### config.mk
export PLATFORM = sky130hd
export DESIGN_NAME = cordic_arbiter_flat
export DESIGN_NICKNAME = d
export VERILOG_FILES = /design/src/rtl/cordic_pkg.sv /design/src/rtl/cordic_arbiter_if.sv /design/src/rtl/cordic_tag_pipe.sv /design/src/rtl/cordic_arbiter.sv /design/src/flat_wrapper.sv
export SDC_FILE = /design/constraint.sdc
export NUM_CORES = 1
export LEC_CHECK = 0
export ABC_CLOCK_PERIOD_IN_PS = 5000
export BUFFER_PORTS_ARGS = -buffer_cell sky130_fd_sc_hd__buf_2
export CAP_MARGIN = 25
export CORE_MARGIN = 2
export CORE_UTILIZATION = 50
export CTS_CLUSTER_DIAMETER = 80
export DETAILED_ROUTE_END_ITERATION = 6
export HOLD_SLACK_MARGIN = 0.06
export PLACE_DENSITY = 0.9
export SYNTH_ARGS = -nofsm -noshare
export SYNTH_HDL_FRONTEND = slang
export SYNTH_HIERARCHICAL = 1
export SYNTH_SLANG_ARGS = --single-unit
### constraint.sdc
create_clock -name clk -period 5 [get_ports clk]
set_input_delay 1 -clock clk [delete_from_list [all_inputs] [get_ports clk]]
set_output_delay 1 -clock clk [all_outputs]
set_load 0.01 [all_outputs]
### src/rtl/cordic_pkg.sv
// Shared definitions for the CORDIC request arbiter: data width, default
// datapath latency, controller state encoding and a small sizing helper.
package cordic_pkg;

  localparam int DATA_W          = 32;
  localparam int LATENCY_DEFAULT = 17;

  typedef enum logic [1:0] {
    IDLE  = 2'd0,
    RUN   = 2'd1,
    DRAIN = 2'd2
  } state_e;

  // Width of a requester index; a single requester still needs one bit.
  function automatic int idx_width(input int n);
    return (n > 1) ? $clog2(n) : 1;
  endfunction

endpackage

### src/rtl/cordic_arbiter_if.sv
// Requester, datapath and response signals of the CORDIC arbiter, bundled so
// the arbiter (slave) and its environment (master) share one definition.
interface cordic_arbiter_if #(
  parameter int N_REQ  = 4,
  parameter int DATA_W = cordic_pkg::DATA_W
);
  import cordic_pkg::*;

  logic [N_REQ-1:0]        req_valid_i;
  logic [N_REQ*DATA_W-1:0] req_data_i;
  logic [N_REQ-1:0]        req_ready_o;
  logic                    dp_valid_o;
  logic [DATA_W-1:0]       dp_data_o;
  logic [DATA_W-1:0]       dp_data_i;
  logic [N_REQ-1:0]        rsp_valid_o;
  logic [DATA_W-1:0]       rsp_data_o;

  modport slave (
    input  req_valid_i, req_data_i, dp_data_i,
    output req_ready_o, dp_valid_o, dp_data_o, rsp_valid_o, rsp_data_o
  );

  modport master (
    output req_valid_i, req_data_i, dp_data_i,
    input  req_ready_o, dp_valid_o, dp_data_o, rsp_valid_o, rsp_data_o
  );

endinterface

### src/rtl/cordic_tag_pipe.sv
// LATENCY-deep shift register of {valid, requester index} that travels
// alongside each operand so its result can be routed back to the owner.
module cordic_tag_pipe #(
  parameter int LATENCY = cordic_pkg::LATENCY_DEFAULT,
  parameter int IDX_W   = 2
) (
  input  logic             clk,
  input  logic             rst,
  input  logic             in_valid_i,
  input  logic [IDX_W-1:0] in_idx_i,
  output logic             out_valid_o,
  output logic [IDX_W-1:0] out_idx_o
);

  logic [LATENCY-1:0] valid_q;
  logic [IDX_W-1:0]   idx_q [LATENCY];

  // NOTE: the index stages are reset along with the valid bits so the whole
  // pipe is defined after reset; only the valid bits are functionally needed.
  always_ff @(posedge clk or posedge rst) begin
    if (rst) begin
      valid_q <= '0;
      for (int i = 0; i < LATENCY; i++) idx_q[i] <= '0;
    end else begin
      valid_q[0] <= in_valid_i;
      idx_q[0]   <= in_idx_i;
      for (int i = 1; i < LATENCY; i++) begin
        valid_q[i] <= valid_q[i-1];
        idx_q[i]   <= idx_q[i-1];
      end
    end
  end

  assign out_valid_o = valid_q[LATENCY-1];
  assign out_idx_o   = idx_q[LATENCY-1];

endmodule

### src/rtl/cordic_arbiter.sv
// Round-robin arbiter sharing one fixed-latency CORDIC datapath among N_REQ
// requesters; results are routed back to their owner in acceptance order.
module cordic_arbiter #(
  parameter int N_REQ   = 4,
  parameter int LATENCY = cordic_pkg::LATENCY_DEFAULT,
  parameter int DATA_W  = cordic_pkg::DATA_W
) (
  input  logic                         clk,
  input  logic                         rst,
  input  logic                         enable_i,
  cordic_arbiter_if.slave              bus,
  output logic                         busy_o,
  output logic [$clog2(LATENCY+2)-1:0] inflight_o
);
  import cordic_pkg::*;

  localparam int IW = idx_width(N_REQ);
  localparam int CW = $clog2(LATENCY + 2);

  state_e            state_q, state_d;
  logic [IW-1:0]     rr_ptr_q, rr_ptr_d;
  logic [CW-1:0]     inflight_q, inflight_d;
  logic              dp_valid_q;
  logic [DATA_W-1:0] dp_data_q, dp_data_d;
  logic [IW-1:0]     dp_idx_q;
  logic [N_REQ-1:0]  rsp_valid_q, rsp_valid_d;
  logic [DATA_W-1:0] rsp_data_q, rsp_data_d;

  logic              grant_allow;
  logic              found;
  logic [IW-1:0]     grant_idx;
  logic [N_REQ-1:0]  grant;
  logic              accept;
  logic              tag_valid;
  logic [IW-1:0]     tag_idx;

  assign grant_allow = enable_i && (state_q != DRAIN);

  // NOTE: every signal written here gets a default first, so no path through
  // the block leaves one unassigned and no latch is inferred.
  always_comb begin
    int            cand;
    logic [IW-1:0] cand_idx;
    found     = 1'b0;
    grant_idx = '0;
    cand      = 0;
    cand_idx  = '0;
    for (int k = 0; k < N_REQ; k++) begin
      cand     = (int'(rr_ptr_q) + k) % N_REQ;
      cand_idx = IW'(cand);
      if (!found && bus.req_valid_i[cand_idx]) begin
        found     = 1'b1;
        grant_idx = cand_idx;
      end
    end
  end

  assign accept = found && grant_allow;

  always_comb begin
    grant     = '0;
    dp_data_d = dp_data_q;
    for (int k = 0; k < N_REQ; k++) begin
      if (accept && (grant_idx == IW'(k))) begin
        grant[k]  = 1'b1;
        dp_data_d = bus.req_data_i[k*DATA_W +: DATA_W];
      end
    end
  end

  always_comb begin
    rr_ptr_d = rr_ptr_q;
    if (accept) begin
      rr_ptr_d = (int'(grant_idx) == N_REQ - 1) ? '0 : grant_idx + 1'b1;
    end
  end

  // Accept and response on the same edge cancel out.
  always_comb begin
    inflight_d = inflight_q;
    if (accept && !tag_valid)      inflight_d = inflight_q + CW'(1);
    else if (!accept && tag_valid) inflight_d = inflight_q - CW'(1);
  end

  always_comb begin
    rsp_data_d = rsp_data_q;
    for (int k = 0; k < N_REQ; k++) rsp_valid_d[k] = tag_valid && (tag_idx == IW'(k));
    if (tag_valid) rsp_data_d = bus.dp_data_i;
  end

  always_comb begin
    state_d = state_q;
    unique case (state_q)
      IDLE:    if (accept) state_d = RUN;
      RUN:     if (inflight_d == '0) state_d = IDLE;
               else if (!enable_i)   state_d = DRAIN;
      DRAIN:   if (inflight_d == '0) state_d = IDLE;
      default: state_d = IDLE;
    endcase
  end

  // NOTE: sequential state uses non-blocking assignments so every register
  // samples the pre-edge values, independent of process evaluation order.
  always_ff @(posedge clk or posedge rst) begin
    if (rst) state_q <= IDLE;
    else     state_q <= state_d;
  end

  always_ff @(posedge clk or posedge rst) begin
    if (rst) begin
      rr_ptr_q    <= '0;
      inflight_q  <= '0;
      dp_valid_q  <= 1'b0;
      dp_data_q   <= '0;
      dp_idx_q    <= '0;
      rsp_valid_q <= '0;
      rsp_data_q  <= '0;
    end else begin
      rr_ptr_q    <= rr_ptr_d;
      inflight_q  <= inflight_d;
      dp_valid_q  <= accept;
      dp_data_q   <= dp_data_d;
      dp_idx_q    <= accept ? grant_idx : dp_idx_q;
      rsp_valid_q <= rsp_valid_d;
      rsp_data_q  <= rsp_data_d;
    end
  end

  // Fed from the registered issue so the last stage lines up with the
  // datapath result arriving LATENCY cycles after dp_valid_o.
  cordic_tag_pipe #(
    .LATENCY (LATENCY),
    .IDX_W   (IW)
  ) u_tag_pipe (
    .clk         (clk),
    .rst         (rst),
    .in_valid_i  (dp_valid_q),
    .in_idx_i    (dp_idx_q),
    .out_valid_o (tag_valid),
    .out_idx_o   (tag_idx)
  );

  assign bus.req_ready_o = grant;
  assign bus.dp_valid_o  = dp_valid_q;
  assign bus.dp_data_o   = dp_data_q;
  assign bus.rsp_valid_o = rsp_valid_q;
  assign bus.rsp_data_o  = rsp_data_q;
  assign busy_o          = (state_q != IDLE);
  assign inflight_o      = inflight_q;

endmodule

### src/flat_wrapper.sv
// flat-port wrapper written by rule: the top's interface ports become plain ports
module cordic_arbiter_flat import cordic_pkg::*;
#(
  parameter int N_REQ   = 4,
  parameter int LATENCY = cordic_pkg::LATENCY_DEFAULT,
  parameter int DATA_W  = cordic_pkg::DATA_W
)
  (clk, rst, enable_i, busy_o, inflight_o, bus_req_valid_i, bus_req_data_i, bus_dp_data_i, bus_req_ready_o, bus_dp_valid_o, bus_dp_data_o, bus_rsp_valid_o, bus_rsp_data_o);
  cordic_arbiter_if #(.N_REQ(N_REQ), .DATA_W(DATA_W)) bus_i ();
  input  logic clk;
  input  logic rst;
  input  logic enable_i;
  output logic busy_o;
  output logic [$clog2(LATENCY+2)-1:0] inflight_o;
  input wire logic [$bits(bus_i.req_valid_i)-1:0] bus_req_valid_i;
  input wire logic [$bits(bus_i.req_data_i)-1:0] bus_req_data_i;
  input wire logic [$bits(bus_i.dp_data_i)-1:0] bus_dp_data_i;
  output wire logic [$bits(bus_i.req_ready_o)-1:0] bus_req_ready_o;
  output wire logic [$bits(bus_i.dp_valid_o)-1:0] bus_dp_valid_o;
  output wire logic [$bits(bus_i.dp_data_o)-1:0] bus_dp_data_o;
  output wire logic [$bits(bus_i.rsp_valid_o)-1:0] bus_rsp_valid_o;
  output wire logic [$bits(bus_i.rsp_data_o)-1:0] bus_rsp_data_o;
  assign bus_i.req_valid_i = bus_req_valid_i;
  assign bus_i.req_data_i = bus_req_data_i;
  assign bus_i.dp_data_i = bus_dp_data_i;
  assign bus_req_ready_o = bus_i.req_ready_o;
  assign bus_dp_valid_o = bus_i.dp_valid_o;
  assign bus_dp_data_o = bus_i.dp_data_o;
  assign bus_rsp_valid_o = bus_i.rsp_valid_o;
  assign bus_rsp_data_o = bus_i.rsp_data_o;
  cordic_arbiter #(.N_REQ(N_REQ), .LATENCY(LATENCY), .DATA_W(DATA_W)) u_core (.clk(clk), .rst(rst), .enable_i(enable_i), .bus(bus_i), .busy_o(busy_o), .inflight_o(inflight_o));
endmodule
==> flow_summary.toml <==
[status]
status = "complete, no violations"

[synthesis]
synth_warnings = 6
syn_area_um2 = 5300
async_flop_share_pct = 100
synth_seq_cells = 131
synth_edf_count = 0
ys.flop_type = "dfrtp_1"
netlist_top_cells_area = "dfrtp_1 62%, mux2_2 7.0%, nor2_1 7.0%"
syn-num-nets = 641
yosysTopAreaCellShare_pct = 61.8
ys_seq_area_share_pct = 61.8
netlist_instances = 468
ys_types = 38
synth.largest_area_cell = "dfrtp_1"
syn_avg_cell_area_um2 = 11.3

[hold_path]
hold_start = "u_core/u_tag_pipe/idx_q[27]"
hp-class = "reg -> reg"

[detailed_routing]
wl_per_cell_um = 15.7
drt_pass1_iterations = 5
routed_via_density = 5.16
ant_nets = 0
wirelength_mm = 13.5
drt_iter0_drc = 320
drc = 0
vias = 4420

[power_and_ir_drop]
p_seq_share_pct = 39.7
p_int_mw = 2.78
p_comb_share_pct = 33.7
leakagePower_nw = 3.50
power_density_nw_per_um2 = 597
power.share.clock_pct = 26.6
swShare_pct = 35.1
vdd_drop_max_mv = 0.309
p_switching_mw = 1.50

[setup_path]
critical_path.endpoint = "bus_req_ready_o[2]"
crit_chain = "buf_2 > or4_4 > nand3_4 > inv_4 > nand2_1 > buf_4 > inv_1 > buf_2"
ff2ff_path_depth = 12
critPathLaunchType = "input port"
crit_cells = 8
cp-end-kind = "output port"
cp_slowest_cell = "or4_4"
required_ps = 4000
reg2reg_to = "u_core/bus.dp_data_o[23]"
crit_type = "in -> out"
timing.rr.start = "u_core/rr_ptr_q[0]"
cpLargestDelayFamily = "simple AND/OR/NAND/NOR gates"
path_buf_inv = 5
crit_fanout = 33
startpoint = "bus_req_valid_i[1]"
cpPeakStageDelay_ps = 570
crit_top_cell = "buf_2"
reg2reg_setup_slack_ps = 2370
arrival_ps = 2690

[timing]
slew_viol_final = 0
report.final.setup_viol = 0
fmax_mhz = 271
holdWs_ps = 344
hold_viol = 0
post-route-worst-setup-slack_ps = 1310
finClkSkew_ps = 15.0
tightest_slew_ps = 675
setup_tns_ps = 0
fin_crit_sh_pct = 73.8
rsz0062_at_grt = "no"
max_slew_margin_pct = 55.0
period_minus_slack_ps = 3690

[cts]
cts-buffers-inserted = 17
postCtsHoldBufs = 0
post_cts_buffers = 0
clk_latency_ps = 500
clkTransAtPathRegs_ps = 60
cts_sinks = 131
h-tree-depth = 4
cts_tree = "yes"
clockRootBuffer = "clkbuf_8"
cts.path.max_buffers = 2
cts-resized-gates = 0

[placed_design]
gp_congestion = 0.878
port-buffer-count = 245
place_area_um2 = 6600
dp_slack_ps = 1310
hpwl_mm = 9.94

[floorplan]
io_pins = 246
initial_core_util_pct = 51.4
core_area_um2 = 10300
core.rowCount = 37
dieArea_um2 = 11400
die_h_um = 107
dieWidth_um = 107

[final_layout]
final_common_cell = "buf_2"
stdcell_area_um2 = 7180
area_delta_synth_final_pct = 35.5
finalNetCount = 880
final_cell_mix = "245 x buf_2, 131 x dfrtp_1, 99 x nor2_1"
utilization_pct = 69.6
drive_gt1_share_pct = 45.4

[global_routing]
grt_max_degree = 65
grt_remaining_overflow = 0
grt_pass1_vias = 4331
grt_first_pass_wirelength_mm = 21.0
antenna_found_initial = 1
grtUsageTotal_pct = 23.9

[flow_run]
maxCapViolCount = 0
-- metrics by stage --
step	total power, mW	instances
global placement	3.08	823
global route	4.57	857
finish	4.29	857
floorplan	2.61	468
detailed placement	3.15	823
CTS	4.32	855
-- power by group through the flow --
stage,sequential [mW],combinational [mW],clock [mW]
6_report,1.70,1.44,1.14
2_1_floorplan,1.77,0.838,0
4_1_cts,1.70,1.45,1.17
3_5_place_dp,1.71,1.45,0
5_1_grt,1.75,1.60,1.23
3_3_place_gp,1.68,1.39,0
-- final cells by class --
type	instances	area, um^2
flip-flops and latches	131	3280
fillers	742	3140
multi-input cells	293	1840
repair buffers	252	1290
clock buffers	19	432
well taps	136	170
clock inverters	13	126
inverters	12	48.8
diodes	1	2.50
-- routing by layer --
layer,vias up,part of all wire [%],track usage [%]
met1,2074,40,29.6
met4,0,1.3,8.63
met2,218,50,39.5
met5,-,0,0
li1,2109,-,-
met3,19,8.3,7.78
-- kinds of logic after synthesis --
| logic type | after synthesis | synth area share [%] |
|---|---|---|
| and+or+nand+nor | 165 | 13.3 |
| DFF | 131 | 61.8 |
| buffers and inverters | 44 | 3.59 |
| muxes | 36 | 7.58 |
| xor gates and xnor gates | 5 | 0.826 |
| adders and majority gates | 6 | 1.42 |
| AOI/OAI and AO/OA | 81 | 11.5 |
-- registers in the layout, indices dropped and copies added (netlist names) --
| register | count |
|---|---|
| u_core/u_tag_pipe/idx_q | 32 |
| u_core/u_tag_pipe/valid_q | 17 |
| u_core/dp_idx_q | 2 |
| u_core/rr_ptr_q | 2 |
| u_core/state_q | 2 |
| u_core/inflight_o | 5 |
| u_core/bus.dp_valid_o | 1 |
| u_core/bus.rsp_valid_o | 4 |
| u_core/bus.rsp_data_o | 32 |
| u_core/u_tag_pipe/out_idx_o | 2 |
| u_core/bus.dp_data_o | 32 |
-- cells in the mapped netlist (2+ instances only) --
master,n
dfrtp_1,131
nor2_1,99
nand2_1,41
mux2_2,33
a31oi_1,32
o221ai_1,32
clkbuf_1,21
inv_1,11
buf_2,6
ha_1,6
a21oi_1,5
nand2b_1,4
xnor2_1,4
and2_1,3
mux2i_1,3
nor2b_1,3
o21ai_0,3
o22ai_1,3
or2_2,3
and3_1,2
buf_1,2
buf_4,2
nand3_1,2
nand4_1,2
nor3b_1,2
-- worst min-delay path by stage --
| stage | end | cells past startpoint |
|---|---|---|
| after floorplan | u_core/u_tag_pipe/idx_q[10] | 0 |
| after global placement | u_core/u_tag_pipe/idx_q[4] | 0 |
| after detailed placement | u_core/u_tag_pipe/idx_q[25] | 0 |
| after CTS | u_core/u_tag_pipe/idx_q[25] | 0 |
| after global routing | u_core/u_tag_pipe/idx_q[25] | 0 |
| final | u_core/u_tag_pipe/idx_q[25] | 0 |
-- worst reg2reg max path: stages (launching register included) --
cell,delay [ps]
dfrtp_1,380
inv_1,70
nor2_1,140
a21oi_1,60
o221ai_1,200
nand2b_1,210
inv_1,80
ha_1,250
or2_2,550
nor2_1,220
nor2_1,70
o221ai_1,130
a31oi_1,110
(Power assumes the default switching activity.)
